<file path="src/rtl/execute_stage.sv">
// execute_stage: EX/MEM boundary with single-cycle ADD/SUB/AND and iterative shift-add MUL.
module execute_stage #(
  parameter int DATA_W = 16,
  parameter int ADDR_W = 4
) (
  input  logic              clk,
  input  logic              reset,
  input  logic              RegWriteE,
  input  logic              MemWriteE,
  input  logic [1:0]        alufuncE,
  input  logic [DATA_W-1:0] srcdataE1,
  input  logic [DATA_W-1:0] srcdataE2,
  input  logic [ADDR_W-1:0] destaddE,
  output logic              stallE,
  output logic              RegWriteM,
  output logic              MemWriteM,
  output logic [DATA_W-1:0] aluresultM,
  output logic [DATA_W-1:0] writedataM,
  output logic [ADDR_W-1:0] destaddM,
  output logic              zeroM,
  output logic              carryM
);
  localparam int CW = $clog2(DATA_W);
  localparam logic IDLE = 1'b0;
  localparam logic BUSY = 1'b1;
  logic              state_q, state_d;
  logic [CW-1:0]     cnt_q, cnt_d;
  logic [DATA_W-1:0] mcand_q, mcand_d, mplier_q, mplier_d, acc_q, acc_d;
  logic              rw_q, rw_d, mw_q, mw_d;
  logic [DATA_W-1:0] wd_q, wd_d;
  logic [ADDR_W-1:0] dst_q, dst_d;
  logic              rwm_q, rwm_d, mwm_q, mwm_d, zero_q, zero_d, carry_q, carry_d;
  logic [DATA_W-1:0] res_q, res_d, wdm_q, wdm_d;
  logic [ADDR_W-1:0] dstm_q, dstm_d;
  logic              valid, start, busy, done, pass;
  logic [DATA_W:0]   sum;
  logic [DATA_W-1:0] diff, alu_r, acc_nx;
  logic              alu_c;
  assign valid  = RegWriteE | MemWriteE;
  assign busy   = state_q == BUSY;
  assign start  = !busy && valid && alufuncE == 2'b11;
  assign done   = busy && cnt_q == CW'(DATA_W - 1);
  assign pass   = !busy && !start;
  assign stallE = !reset && (start || (busy && !done));
  assign sum    = {1'b0, srcdataE1} + {1'b0, srcdataE2};
  assign diff   = srcdataE1 - srcdataE2;
  assign acc_nx = acc_q + (mplier_q[0] ? mcand_q : '0);
  // a MUL opcode reaching this path is always a bubble, so it yields zero
  always_comb begin
    alu_r = alufuncE == 2'b00 ? sum[DATA_W-1:0] :
            alufuncE == 2'b01 ? diff :
            alufuncE == 2'b10 ? (srcdataE1 & srcdataE2) : '0;
    alu_c = alufuncE == 2'b00 ? sum[DATA_W] :
            alufuncE == 2'b01 ? (srcdataE1 < srcdataE2) : 1'b0;
  end
  always_comb begin
    state_d  = start ? BUSY : done ? IDLE : state_q;
    cnt_d    = start ? '0 : busy ? cnt_q + CW'(1) : cnt_q;
    mcand_d  = start ? srcdataE1 : busy ? mcand_q << 1 : mcand_q;
    mplier_d = start ? srcdataE2 : busy ? mplier_q >> 1 : mplier_q;
    acc_d    = start ? '0 : busy ? acc_nx : acc_q;
    rw_d     = start ? RegWriteE : rw_q;
    mw_d     = start ? MemWriteE : mw_q;
    wd_d     = start ? srcdataE2 : wd_q;
    dst_d    = start ? destaddE : dst_q;
    rwm_d    = done ? rw_q : pass & RegWriteE;
    mwm_d    = done ? mw_q : pass & MemWriteE;
    res_d    = done ? acc_nx : pass ? alu_r : '0;
    wdm_d    = done ? wd_q : pass ? srcdataE2 : '0;
    dstm_d   = done ? dst_q : pass ? destaddE : '0;
    zero_d   = done ? acc_nx == '0 : pass & (alu_r == '0);
    carry_d  = pass & alu_c;
  end
  always_ff @(posedge clk or posedge reset) begin
    if (reset) begin
      state_q  <= IDLE;
      cnt_q    <= '0;
      mcand_q  <= '0;
      mplier_q <= '0;
      acc_q    <= '0;
      rw_q     <= 1'b0;
      mw_q     <= 1'b0;
      wd_q     <= '0;
      dst_q    <= '0;
      rwm_q    <= 1'b0;
      mwm_q    <= 1'b0;
      res_q    <= '0;
      wdm_q    <= '0;
      dstm_q   <= '0;
      zero_q   <= 1'b0;
      carry_q  <= 1'b0;
    end else begin
      state_q  <= state_d;
      cnt_q    <= cnt_d;
      mcand_q  <= mcand_d;
      mplier_q <= mplier_d;
      acc_q    <= acc_d;
      rw_q     <= rw_d;
      mw_q     <= mw_d;
      wd_q     <= wd_d;
      dst_q    <= dst_d;
      rwm_q    <= rwm_d;
      mwm_q    <= mwm_d;
      res_q    <= res_d;
      wdm_q    <= wdm_d;
      dstm_q   <= dstm_d;
      zero_q   <= zero_d;
      carry_q  <= carry_d;
    end
  end
  assign RegWriteM  = rwm_q;
  assign MemWriteM  = mwm_q;
  assign aluresultM = res_q;
  assign writedataM = wdm_q;
  assign destaddM   = dstm_q;
  assign zeroM      = zero_q;
  assign carryM     = carry_q;
endmodule
</file>
<file path="config.mk">
export PLATFORM = sky130hd
export DESIGN_NAME = execute_stage
export DESIGN_NICKNAME = d
export VERILOG_FILES = /design/src/rtl/execute_stage.sv
export SDC_FILE = /design/constraint.sdc
export NUM_CORES = 1
export LEC_CHECK = 0
export CAP_MARGIN = 0
export CELL_PAD_IN_SITES_DETAIL_PLACEMENT = 1
export CELL_PAD_IN_SITES_GLOBAL_PLACEMENT = 1
export CORE_MARGIN = 8
export CORE_UTILIZATION = 46
export DETAILED_ROUTE_END_ITERATION = 12
export GPL_TIMING_DRIVEN = 0
export MAX_ROUTING_LAYER = met4
export PLACE_DENSITY = 0.89
export SYNTH_ARGS = -nofsm -noshare
export SYNTH_HDL_FRONTEND = slang
export SYNTH_SLANG_ARGS = --single-unit
</file>
<file path="constraint.sdc">
create_clock -name clk -period 20.6 [get_ports clk]
set_input_delay 6.18 -clock clk [delete_from_list [all_inputs] [get_ports clk]]
set_output_delay 6.18 -clock clk [all_outputs]
set_load 0.03 [all_outputs]
</file>
==> metrics <==
Psw 0.4036 mW; count of different cell masters after synthesis 73; Ys Warns 0; HPWL Detailed 20300 um; clock buffer depth 2; Static Leak 4.031 nW; post-synthesis sequential area ratio 0.4030; largest cells by area after synthesis dfrtp_1 40%, nand2_1 8.9%, ha_1 8.6%; CTS buffer count 17; Fin. Hold Viols 0; Comb pwr share 0.358; mux contribution to synthesized area 0.004381; final net count 1026; Post-Place Cells 1101; initial antenna violation count 0; postcts setup bufs 0; element type at the critical path end output port; Crit path top cell by count clkdlybuf4s50_1; Synth Area in Adders 0.09427; DR DRC count 0; final setup violation count 0; Top-Level Pins 83; die height 140.6 um; CTS root buf clkbuf_16; # port buffers 81; drt total wl 28210 um; Iter 0 DRT Violations 524; die width 140.6 um; Post-DRT Antenna Nets 0; largest net degree at the start of global routing 91; Power per Cell Area 119.9 nW/um^2; #FFs+latches synth 115; CP max stage cell clkdlybuf4s50_1; H-tree depth 4; Worst VDD drop 82.67 uV; wire per inst 24.92 um; Worst Tran Pin Value 1.193 ns; Compound-Gate Fraction of Synth Area 0.2380; Synth async-reset ratio 1.000; total power 1.063 mW; share of cells above drive strength 1 0.05614; clock insertion delay at the later pin of the skew report 0.43 ns; Buf+Inv Stages, Crit Path 3; startpoint class of the critical path input pin; core area 15200 um^2; DRT Pass-1 Iters 7; post-route cell area 8860 um^2; Worst EP arrival 8.86 ns; Max-Cap Viols 0; area fraction of the dominant cell type after synthesis 0.4030; Final GP Congestion 0.9545; CP peak stage delay 0.68 ns; Total GRT Usage 0.2993; hold buffer count at cts 0; Inserted Diodes 0; Via Count 7195; Worst Skew 0.01006 ns; Net Sw Frac 0.3799; CP required 14.42 ns; crit-path cells clkdlybuf4s50_1, nand2_1, or3_1, clkbuf_1, o21ai_0, and2_1, clkdlybuf4s50_1; main combinational cell family by area after synthesis compound AO/OA/AOI/OAI gates; Relative slew margins 0.1986; Critical Path Fanout Max 10; Worst Hold Class reg -> reg; cell internal pwr 0.6589 mW; vias in the first global route 7647; Area Overhead vs Synth 24.08%; placed cell area 8219 um^2; simple-gate share of the synthesized area 0.1964; clock share of power 0.309; Tmin final 15.04 ns; first-pass GRT wire length 43850 um; CP Class in -> out; sequential power share 0.333; Max Clk Rate 0.06648 GHz; fin cells 1132; post-synthesis xor/xnor area fraction 0.01840; Cells after Synth 831; CP delay by family, top buffers and inverters; Initial Util 0.4697; grt total ovfl 0; EDFF count, synth 0; final setup TNS 0 ns; Reg clk slew, reported paths 0.06 ns; # rows 45; CTS tree yes; Sinks on Clock Net 115; area leader, netlist dfrtp_1; Final period util 0.7302; unrepaired setup endpoints after global routing no; Syn Std Cell Area 7141 um^2; status finished, final reports clean; Final Slew Violations 0; Synth Area per Inst 8.593 um^2; CTS resizes 0; vias per cell 6.356; syn_nets 925; DIE AREA 19770 um^2; most used flip-flop cell after synthesis dfrtp_1
[stage by stage]
step / setup slack, ns / util / hold slack (ns)
finish: 5.559 / 0.5828 / 0.4755
global route: 5.475 / 0.5828 / 0.5085
CTS: 5.589 / 0.5828 / 0.4715
detailed placement: 5.614 / 0.5407 / 0.4574
global placement: 3.426 / 0.5385 / 0.4503
floorplan: 5.315 / - / 0.4386
[worst reg2reg max path: stages (launching register included)]
cell and delay [ns]:
dfrtp_1 0.44, clkbuf_1 0.33, and2_1 0.24, ha_1 0.28
a21oi_1 0.22, nand2_1 0.07, o21ai_1 0.33, o21ai_1 0.20
nor3_1 0.23, o21bai_1 0.12, a21oi_1 0.21, xnor2_1 0.21
o41ai_1 0.49
[cells by family (layout without fill, tap and decap cells)]
logic type | count (synthesis) | count (layout)
buffers and inverters | 83 | 196
AO/OA/AOI/OAI | 254 | 254
flip-flops | 115 | 115
XOR/XNOR | 15 | 15
multiplexers | 3 | 3
AND/OR/NAND/NOR | 309 | 309
adder cells (fa/ha/maj) | 52 | 52
[per-layer routing]
| metal | vias to the layer above | GRT usage | part of all wire |
|---|---|---|---|
| met5 | - | - | 0 |
| met4 | 0 | 0.1465 | 0.038 |
| met3 | 76 | 0.05030 | 0.061 |
| met2 | 334 | 0.4969 | 0.50 |
| met1 | 3601 | 0.3482 | 0.41 |
| li1 | 3184 | - | - |
[cells in the final DEF, fill, tap and decap left out, drive strengths merged, types with 12 or more instances in the layout]
| cell | n |
|---|---|
| nand2 | 169 |
| dfrtp | 115 |
| o21ai | 91 |
| clkdlybuf4s50 | 81 |
| clkbuf | 55 |
| ha | 49 |
| nor2 | 41 |
| a21oi | 37 |
| inv | 35 |
| a22oi | 31 |
| and2 | 16 |
| nor3 | 14 |
| a22o | 14 |
| buf | 14 |
| xnor2 | 12 |
[cells in the mapped netlist, types with 11 or more instances]
| library cell | count |
|---|---|
| a211oi_1 | 11 |
| a21oi_1 | 37 |
| a22o_1 | 14 |
| a22oi_1 | 31 |
| and2_1 | 16 |
| clkbuf_1 | 34 |
| dfrtp_1 | 115 |
| ha_1 | 49 |
| inv_1 | 34 |
| nand2_1 | 169 |
| nor2_1 | 41 |
| nor2b_1 | 11 |
| nor3_1 | 14 |
| o21ai_0 | 84 |
| xnor2_1 | 12 |
[worst paths after layout]
path	from	end	slack, ns	cells past startpoint
min reg2reg	mplier_q[5]$_DFFE_PP0N_	mplier_q[5]$_DFFE_PP0N_	0.48	2
max	alufuncE[0]	stallE	5.56	7
max reg2reg	mplier_q[0]$_DFFE_PP0N_	zeroM$_DFF_PP0_	17.08	12
max in group asynchronous	reset	mcand_q[4]$_DFFE_PP0N_	13.78	3
min	mplier_q[5]$_DFFE_PP0N_	mplier_q[5]$_DFFE_PP0N_	0.48	2
min in group asynchronous	reset	mplier_q[10]$_DFFE_PP0N_	6.08	2
[power by group through the flow]
stage	combinational (mW)	clock, mW	sequential [mW]
5_1_grt	0.414	0.338	0.360
6_report	0.381	0.329	0.353
3_3_place_gp	0.352	0	0.346
3_5_place_dp	0.368	0	0.352
2_1_floorplan	0.221	0	0.361
4_1_cts	0.377	0.332	0.352
[area by class of cell]
class | count | area [um^2]
fillers | 1817 | 6342
multi-input cells | 633 | 3938
flip-flops and latches | 115 | 2878
repair buffers | 82 | 838.3
clock buffers | 21 | 460.4
well taps | 188 | 235.2
plain buffers | 47 | 190.2
clock inverters | 10 | 180.2
inverters | 36 | 140.1
[state kept, by name (all words and copies together), names as in the netlist, 4 cells and up]
register and count:
cnt_q 4, wd_q 16, dst_q 4, mcand_q 16
acc_q 16, writedataM 16, mplier_q 16, aluresultM 16
destaddM 4
(Power assumes the default switching activity.)
